File: config.mk
export PLATFORM = sky130hd
export DESIGN_NAME = pipe_stage_chain_flat
export DESIGN_NICKNAME = d
export VERILOG_FILES = /design/src/rtl/pipe_stage_chain_if.sv /design/src/rtl/pipe_stage_chain.sv /design/src/flat_wrapper.sv
export SDC_FILE = /design/constraint.sdc
export NUM_CORES = 1
export LEC_CHECK = 0
export CAP_MARGIN = 20
export CORE_MARGIN = 10
export CORE_UTILIZATION = 25
export DETAILED_ROUTE_END_ITERATION = 16
export HOLD_SLACK_MARGIN = 0.15
export RECOVER_POWER = 100
export SLEW_MARGIN = 20
export SYNTH_ARGS = -nofsm -noshare
export SYNTH_HDL_FRONTEND = slang
export SYNTH_SLANG_ARGS = --single-unit
File: constraint.sdc
create_clock -name clk -period 1.4 [get_ports clk]
set_input_delay 0.14 -clock clk [delete_from_list [all_inputs] [get_ports clk]]
set_output_delay 0.14 -clock clk [all_outputs]
set_load 0.02 [all_outputs]
File: src/rtl/pipe_stage_chain_if.sv
// Bundle of the pipeline chain's entry, control and observation signals.
// Latency: none, wires only; the chain itself registers every stage.
// Backpressure: in_ready plus per-stage stall_req, there is no output-side ready.
interface pipe_stage_chain_if #(
    parameter int WIDTH   = 32,
    parameter int STAGES  = 4,
    parameter int COUNT_W = 16
);
    localparam int IDX_W = $clog2(STAGES);

    // fetch-side entry
    logic                      in_valid;
    logic [WIDTH-1:0]          in_data;
    logic                      in_ready;

    // per-stage hold requests and flush control
    logic [STAGES-1:0]         stall_req;
    logic                      flush;
    logic [IDX_W-1:0]          flush_stage;

    // stage observation and retire side
    logic [STAGES-1:0]         stage_valid;
    logic [STAGES*WIDTH-1:0]   stage_data;
    logic                      out_valid;
    logic [WIDTH-1:0]          out_data;
    logic [COUNT_W-1:0]        stall_cnt;

    // driver side: whoever feeds instructions and issues stalls/flushes
    modport master (
        output in_valid, in_data, stall_req, flush, flush_stage,
        input  in_ready, stage_valid, stage_data, out_valid, out_data, stall_cnt
    );

    // the pipeline chain itself
    modport slave (
        input  in_valid, in_data, stall_req, flush, flush_stage,
        output in_ready, stage_valid, stage_data, out_valid, out_data, stall_cnt
    );
endinterface

File: src/rtl/pipe_stage_chain.sv
// In-order pipeline register chain (D/E/M/W style) with per-stage stall, partial flush and stall counter.
// Latency: STAGES-1 edges from acceptance into stage 0 to the last stage when nothing stalls.
// Backpressure: a stall at stage k freezes stages 0..k; in_ready drops whenever stage 0 is frozen.
module pipe_stage_chain #(
    parameter int               WIDTH       = 32,
    parameter int               STAGES      = 4,
    parameter logic [WIDTH-1:0] RESET_VALUE = '0,
    parameter int               COUNT_W     = 16
) (
    input  logic               clk,
    input  logic               n_rst,
    pipe_stage_chain_if.slave  pipe
);
    // STAGES is expected in 2..8; a single stage would have no upstream neighbour.
    localparam logic [COUNT_W-1:0] CNT_MAX = '1;

    // ------------------------------------------------------------------
    // State
    // ------------------------------------------------------------------
    logic [STAGES-1:0] valid_q;
    logic [STAGES-1:0] valid_d;
    logic [WIDTH-1:0]  data_q [STAGES];
    logic [WIDTH-1:0]  data_d [STAGES];
    logic [COUNT_W-1:0] cnt_q;
    logic [COUNT_W-1:0] cnt_d;

    // ------------------------------------------------------------------
    // Control decode
    // ------------------------------------------------------------------
    logic [STAGES-1:0] hold;
    logic [STAGES-1:0] flush_mask;
    int                flush_last;

    // A stall at stage j also freezes every younger stage, so stage k is held
    // when any request at k or above is set.
    always_comb begin
        hold = '0;
        for (int k = 0; k < STAGES; k++) begin
            hold[k] = |(pipe.stall_req >> k);
        end
    end

    // Flush clears stages 0..flush_stage; an out-of-range index means the whole chain.
    always_comb begin
        flush_last = int'(pipe.flush_stage);
        if (flush_last >= STAGES) begin
            flush_last = STAGES - 1;
        end
        flush_mask = '0;
        for (int k = 0; k < STAGES; k++) begin
            flush_mask[k] = pipe.flush && (k <= flush_last);
        end
    end

    // ------------------------------------------------------------------
    // Next-state per stage
    // ------------------------------------------------------------------
    // Stage 0 takes the fetch-side entry when not held; payload only moves on a real accept.
    always_comb begin
        valid_d[0] = valid_q[0];
        data_d[0]  = data_q[0];
        if (!hold[0]) begin
            valid_d[0] = pipe.in_valid;
            if (pipe.in_valid) begin
                data_d[0] = pipe.in_data;
            end
        end
        if (flush_mask[0]) begin
            valid_d[0] = 1'b0;
        end
    end

    for (genvar g = 1; g < STAGES; g++) begin : g_stage
        // Older stages advance from their neighbour, or take a bubble when that neighbour is frozen.
        always_comb begin
            valid_d[g] = valid_q[g];
            data_d[g]  = data_q[g];
            if (!hold[g]) begin
                if (hold[g-1]) begin
                    valid_d[g] = 1'b0;
                end else begin
                    valid_d[g] = valid_q[g-1];
                    data_d[g]  = data_q[g-1];
                end
            end
            if (flush_mask[g]) begin
                valid_d[g] = 1'b0;
            end
        end
    end

    // Count every edge where stage 0 refuses entry, sticking at the top value.
    always_comb begin
        cnt_d = cnt_q;
        if (hold[0] && (cnt_q != CNT_MAX)) begin
            cnt_d = cnt_q + 1'b1;
        end
    end

    // ------------------------------------------------------------------
    // Registers
    // ------------------------------------------------------------------
    // All pipeline state; reset discards in-flight entries immediately.
    always_ff @(posedge clk or negedge n_rst) begin
        if (!n_rst) begin
            valid_q <= '0;
            cnt_q   <= '0;
            for (int k = 0; k < STAGES; k++) begin
                data_q[k] <= RESET_VALUE;
            end
        end else begin
            valid_q <= valid_d;
            cnt_q   <= cnt_d;
            for (int k = 0; k < STAGES; k++) begin
                data_q[k] <= data_d[k];
            end
        end
    end

    // ------------------------------------------------------------------
    // Outputs
    // ------------------------------------------------------------------
    // Flatten the payload array onto the stage_data bus, stage k at [k*WIDTH +: WIDTH].
    always_comb begin
        pipe.stage_data = '0;
        for (int k = 0; k < STAGES; k++) begin
            pipe.stage_data[k*WIDTH +: WIDTH] = data_q[k];
        end
    end

    assign pipe.in_ready    = ~hold[0];
    assign pipe.stage_valid = valid_q;
    assign pipe.out_valid   = valid_q[STAGES-1];
    assign pipe.out_data    = data_q[STAGES-1];
    assign pipe.stall_cnt   = cnt_q;

endmodule
File: src/flat_wrapper.sv
// flat-port wrapper written by rule: the top's interface ports become plain ports
module pipe_stage_chain_flat 
#(
    parameter int               WIDTH       = 32,
    parameter int               STAGES      = 4,
    parameter logic [WIDTH-1:0] RESET_VALUE = '0,
    parameter int               COUNT_W     = 16
)
  (clk, n_rst, pipe_in_valid, pipe_in_data, pipe_stall_req, pipe_flush, pipe_flush_stage, pipe_in_ready, pipe_stage_valid, pipe_stage_data, pipe_out_valid, pipe_out_data, pipe_stall_cnt);
  pipe_stage_chain_if #(.WIDTH(WIDTH), .STAGES(STAGES), .COUNT_W(COUNT_W)) pipe_i ();
  input  logic clk;
  input  logic n_rst;
  input wire logic [$bits(pipe_i.in_valid)-1:0] pipe_in_valid;
  input wire logic [$bits(pipe_i.in_data)-1:0] pipe_in_data;
  input wire logic [$bits(pipe_i.stall_req)-1:0] pipe_stall_req;
  input wire logic [$bits(pipe_i.flush)-1:0] pipe_flush;
  input wire logic [$bits(pipe_i.flush_stage)-1:0] pipe_flush_stage;
  output wire logic [$bits(pipe_i.in_ready)-1:0] pipe_in_ready;
  output wire logic [$bits(pipe_i.stage_valid)-1:0] pipe_stage_valid;
  output wire logic [$bits(pipe_i.stage_data)-1:0] pipe_stage_data;
  output wire logic [$bits(pipe_i.out_valid)-1:0] pipe_out_valid;
  output wire logic [$bits(pipe_i.out_data)-1:0] pipe_out_data;
  output wire logic [$bits(pipe_i.stall_cnt)-1:0] pipe_stall_cnt;
  assign pipe_i.in_valid = pipe_in_valid;
  assign pipe_i.in_data = pipe_in_data;
  assign pipe_i.stall_req = pipe_stall_req;
  assign pipe_i.flush = pipe_flush;
  assign pipe_i.flush_stage = pipe_flush_stage;
  assign pipe_in_ready = pipe_i.in_ready;
  assign pipe_stage_valid = pipe_i.stage_valid;
  assign pipe_stage_data = pipe_i.stage_data;
  assign pipe_out_valid = pipe_i.out_valid;
  assign pipe_out_data = pipe_i.out_data;
  assign pipe_stall_cnt = pipe_i.stall_cnt;
  pipe_stage_chain #(.WIDTH(WIDTH), .STAGES(STAGES), .RESET_VALUE(RESET_VALUE), .COUNT_W(COUNT_W)) u_core (.clk(clk), .n_rst(n_rst), .pipe(pipe_i));
endmodule
==> results of run 1 <==
-- critical path: stages (launching register included) --
cell     delay, ns
dfrtp_2       0.38
ha_4          0.14
nand4_1       0.20
or3_4         0.44
nor4_4        0.17
xor2_1        0.17
-- stage by stage --
step / cell area [µm²] / TNS, ns / power [mW]
after detailed placement: 8780 / -63.35 / 16.6
after global routing: 9100 / -21.68 / 20.6
after CTS: 9230 / -2.60 / 19.9
after global placement: 8780 / -61.15 / 16.5
after floorplan: 6050 / -2.39 / 11.7
final: 9100 / -7.27 / 19.4
-- cells by family (layout without fill, tap and decap cells) --
logic type      after synthesis  count (layout)
simple gates                 42              42
flops                       148             148
xor+xnor                     15              15
buf+inv                      48             298
compound gates                7               7
mux                         129             129
fa+ha+maj                     1               1
-- power breakdown --
| part | total, mW | switching [mW] | internal [mW] |
|---|---|---|---|
| logic | 7.94 | 4.49 | 3.45 |
| registers | 7.02 | 1.17 | 5.85 |
| clock network | 4.47 | 1.80 | 2.67 |
| total | 19.4 | 7.46 | 12.0 |
-- timing repair --
| item | in CTS | in global routing |
|---|---|---|
| setup buffers | 1 | 0 |
| endpoints found under the setup margin | 261 | 28 |
| gates resized for setup | 227 | 12 |
| cloned | 2 | 0 |
| hold buffers | 1 | 0 |
| hold endpoints to repair | 148 | 0 |
| pin swaps | 1 | 2 |
-- how the worst max path moves through the flow --
| stage | from | end | slack [ns] | depth (start not counted) |
|---|---|---|---|---|
| after floorplan | u_core.pipe.stall_cnt[0]$_DFFE_PN0P_ | u_core.pipe.stall_cnt[3]$_DFFE_PN0P_ | -0.15 | 6 |
| after global placement | pipe_stall_req[1] | u_core.pipe.stage_data[38]$_DFFE_PN0P_ | -0.58 | 5 |
| after detailed placement | pipe_stall_req[1] | u_core.pipe.stage_data[36]$_DFFE_PN0P_ | -0.62 | 5 |
| after CTS | u_core.pipe.stall_cnt[0]$_DFFE_PN0P_ | u_core.pipe.stall_cnt[7]$_DFFE_PN0P_ | -0.20 | 6 |
| after global routing | u_core.pipe.stall_cnt[0]$_DFFE_PN0P_ | u_core.pipe.stall_cnt[12]$_DFFE_PN0P_ | -0.26 | 5 |
| final | u_core.pipe.stall_cnt[0]$_DFFE_PN0P_ | u_core.pipe.stall_cnt[14]$_DFFE_PN0P_ | -0.19 | 5 |
-- synth_stat cells, types with 2 or more instances --
library cell  count
nand3_1           3
nand2b_1          2
nand2_1           5
nand4_1           5
nor3b_1           2
nor2_1            4
buf_4            34
nor4_1            5
mux2_2          129
a21oi_1           2
nand3b_1          2
dfrtp_1         148
buf_2            14
nor3_1            5
xor2_1           15
a22oi_1           2
-- flip-flops by register name (all words and copies together) (netlist names) --
name / cells
u_core.pipe.stall_cnt: 16
u_core.pipe.stage_valid: 4
u_core.pipe.out_data: 32
u_core.pipe.stage_data: 96
-- layer usage --
layer / part of all wire [%] / vias up / global-route usage [%] / routed length (µm)
met5: 0 / - / 0 / 0
met4: 0.75 / 0 / 2.67 / 131
met3: 7.4 / 12 / 5.09 / 1300
met2: 49 / 128 / 19.5 / 8580
met1: 43 / 2068 / 13.3 / 7530
li1: - / 1825 / - / -
-- area by class of cell --
class | instances | area [µm²]
Sequential cell | 148 | 3720
Timing Repair Buffer | 267 | 2390
Clock inverter | 11 | 128
Tap cell | 319 | 399
Clock buffer | 20 | 447
Fill cell | 2308 | 14300
Multi-Input combinational cell | 194 | 2020
==> impl_metrics.env, run 1 <==
export IMPL_hold_depth=3
export IMPL_routed_via_count=4033
export IMPL_yosysTopAreaCell="dfrtp_1"
export IMPL_yosys_area_share_xor_xnor_pct=2.21
export IMPL_synth_mux_area_fraction_pct=24.5
export IMPL_initial_core_utilization_pct=25.4
export IMPL_yosys_area_top_type_share_pct=62.3
export IMPL_die_area_um2=30300
export IMPL_global_route_wire_length_before_repair_um=28000
export IMPL_worst_slew_pin_slew_ns=1.13
export IMPL_mean_instance_size_in_the_synthesized_netlist_um2=15.2
export IMPL_drt_vias_per_instance=4.21
export IMPL_setup_viol=78
export IMPL_route_final_wire_length_um=17500
export IMPL_timing_final_crit_share_pct=113
export IMPL_final_design_utilization_pct=38.9
export IMPL_grt_antenna_before_repair=0
export IMPL_worstHoldEndpoint="u_core.pipe.stage_valid[1]$_DFFE_PN0P_"
export IMPL_grt_setup_unrepaired="true"
export IMPL_clock_sink_total=148
export IMPL_synth_edff_count=0
export IMPL_finalNetCount=671
export IMPL_via_count_of_the_first_global_routing_pass=4638
export IMPL_max_slew_margin_rel_pct=24.7
export IMPL_reg2reg_depth=5
export IMPL_status="finished, violations left"
export IMPL_root_buffer="clkbuf_16"
export IMPL_diodes=0
export IMPL_synth_fa_ha_area_share_pct=0.211
export IMPL_globalRouteTotalUtil_pct=11.6
export IMPL_clock_skew_final_ns=0.00869
export IMPL_hold_path_startpoint="pipe_stall_req[0]"
export IMPL_ioPinCount=224
export IMPL_power_ir_vdd_worst_mv=1.07
export IMPL_die_h_um=174
export IMPL_fraction_of_layout_cells_with_a_size_suffix_above_1_pct=38.8
export IMPL_synth_cell_area_um2=5940
export IMPL_clockBufferDepth=2
export IMPL_synth_cell_types=29
export IMPL_final_cell_count_no_fill=959
export IMPL_layout_common_cells="169 x dlygate4sd2_1, 135 x dfrtp_1, 129 x mux2_2, 36 x clkdlybuf4s50_1, 28 x buf_4"
export IMPL_grt_max_degree=51
export IMPL_end_kind="flop"
export IMPL_crit_arrival_ns=1.91
export IMPL_report_final_hold_viol_count=0
export IMPL_synth_ff_type="dfrtp_1"
export IMPL_core_rowCount=56
export IMPL_critical_path_max_fanout=4
export IMPL_drc_errors=0
export IMPL_ratio_of_total_power_to_cell_area_nw_per_um2=2140
export IMPL_crit_path_start_kind="flop"
export IMPL_synth_top_cells_by_area="dfrtp_1 62%, mux2_2 24%, buf_4 4.3%, xor2_1 2.2%, buf_2 1.2%"
export IMPL_period_needed_ns=1.59
export IMPL_mappedNetlistNets=433
export IMPL_numCtsBuffers=17
export IMPL_critical_path_required_ns=1.72
export IMPL_postSynthCellCount=390
export IMPL_number_of_max_capacitance_violations_reported=0
export IMPL_clk_transition_reported_paths_ns=0.06
export IMPL_reg_to_reg_slack_setup_ns=-0.19
export IMPL_worst_r2r_endpoint="u_core.pipe.stall_cnt[14]$_DFFE_PN0P_"
export IMPL_critical_path_class="flop to flop"
export IMPL_place_hpwl_um=13200
export IMPL_worst_slack_at_placement_ns=-0.618
export IMPL_drt_pass1_iter_count=4
export IMPL_cts_tree="done"
export IMPL_syn2layout_area_growth_pct=53.2
export IMPL_worstSkewPairLatency_ns=0.41
export IMPL_final_antenna_net_count=0
export IMPL_setup_slack_ns=-0.189
export IMPL_gp_congestion=0.773
export IMPL_leakage_nw=4.42
export IMPL_fmax_ghz=0.629
export IMPL_postSynthRegisterBits=148
export IMPL_mostFrequentLayoutCell="dlygate4sd2_1"
export IMPL_level_count_of_the_clock_h_tree=4
export IMPL_r2r_start="u_core.pipe.stall_cnt[0]$_DFFE_PN0P_"
export IMPL_asyncSetResetFlopFracSynth_pct=100
export IMPL_timing_hold_ws_ns=0.202
export IMPL_port_buffer_count=223
export IMPL_grt_overflow=0
export IMPL_synth_compound_area_share_pct=0.737
export IMPL_timing_hold_worst_class="primary input to flop"
export IMPL_synth_simple_gate_area_share_pct=4.57
export IMPL_coreArea_um2=23400
export IMPL_final_max_slew_viol_count=0
export IMPL_yosys_warnings=0
export IMPL_die_w_um=174
export IMPL_place_detailed_instances=924
export IMPL_combinational_family_with_the_most_area_after_synthesis="multiplexers"
export IMPL_drt_wirelength_per_cell_um=18.3
export IMPL_portion_of_the_post_synthesis_area_used_by_sequential_elements_pct=62.3
export IMPL_violations_in_the_final_reports="negative setup slack"
export IMPL_drt_iter0_markers=144
(Power assumes the default switching activity.)
==> run 2, diff against run 1 <==
CTS_CLUSTER_DIAMETER = 30   (was not set)
==> results of run 2 <==
Same layout as run 1: the final DEF is identical, and so are final timing and power.
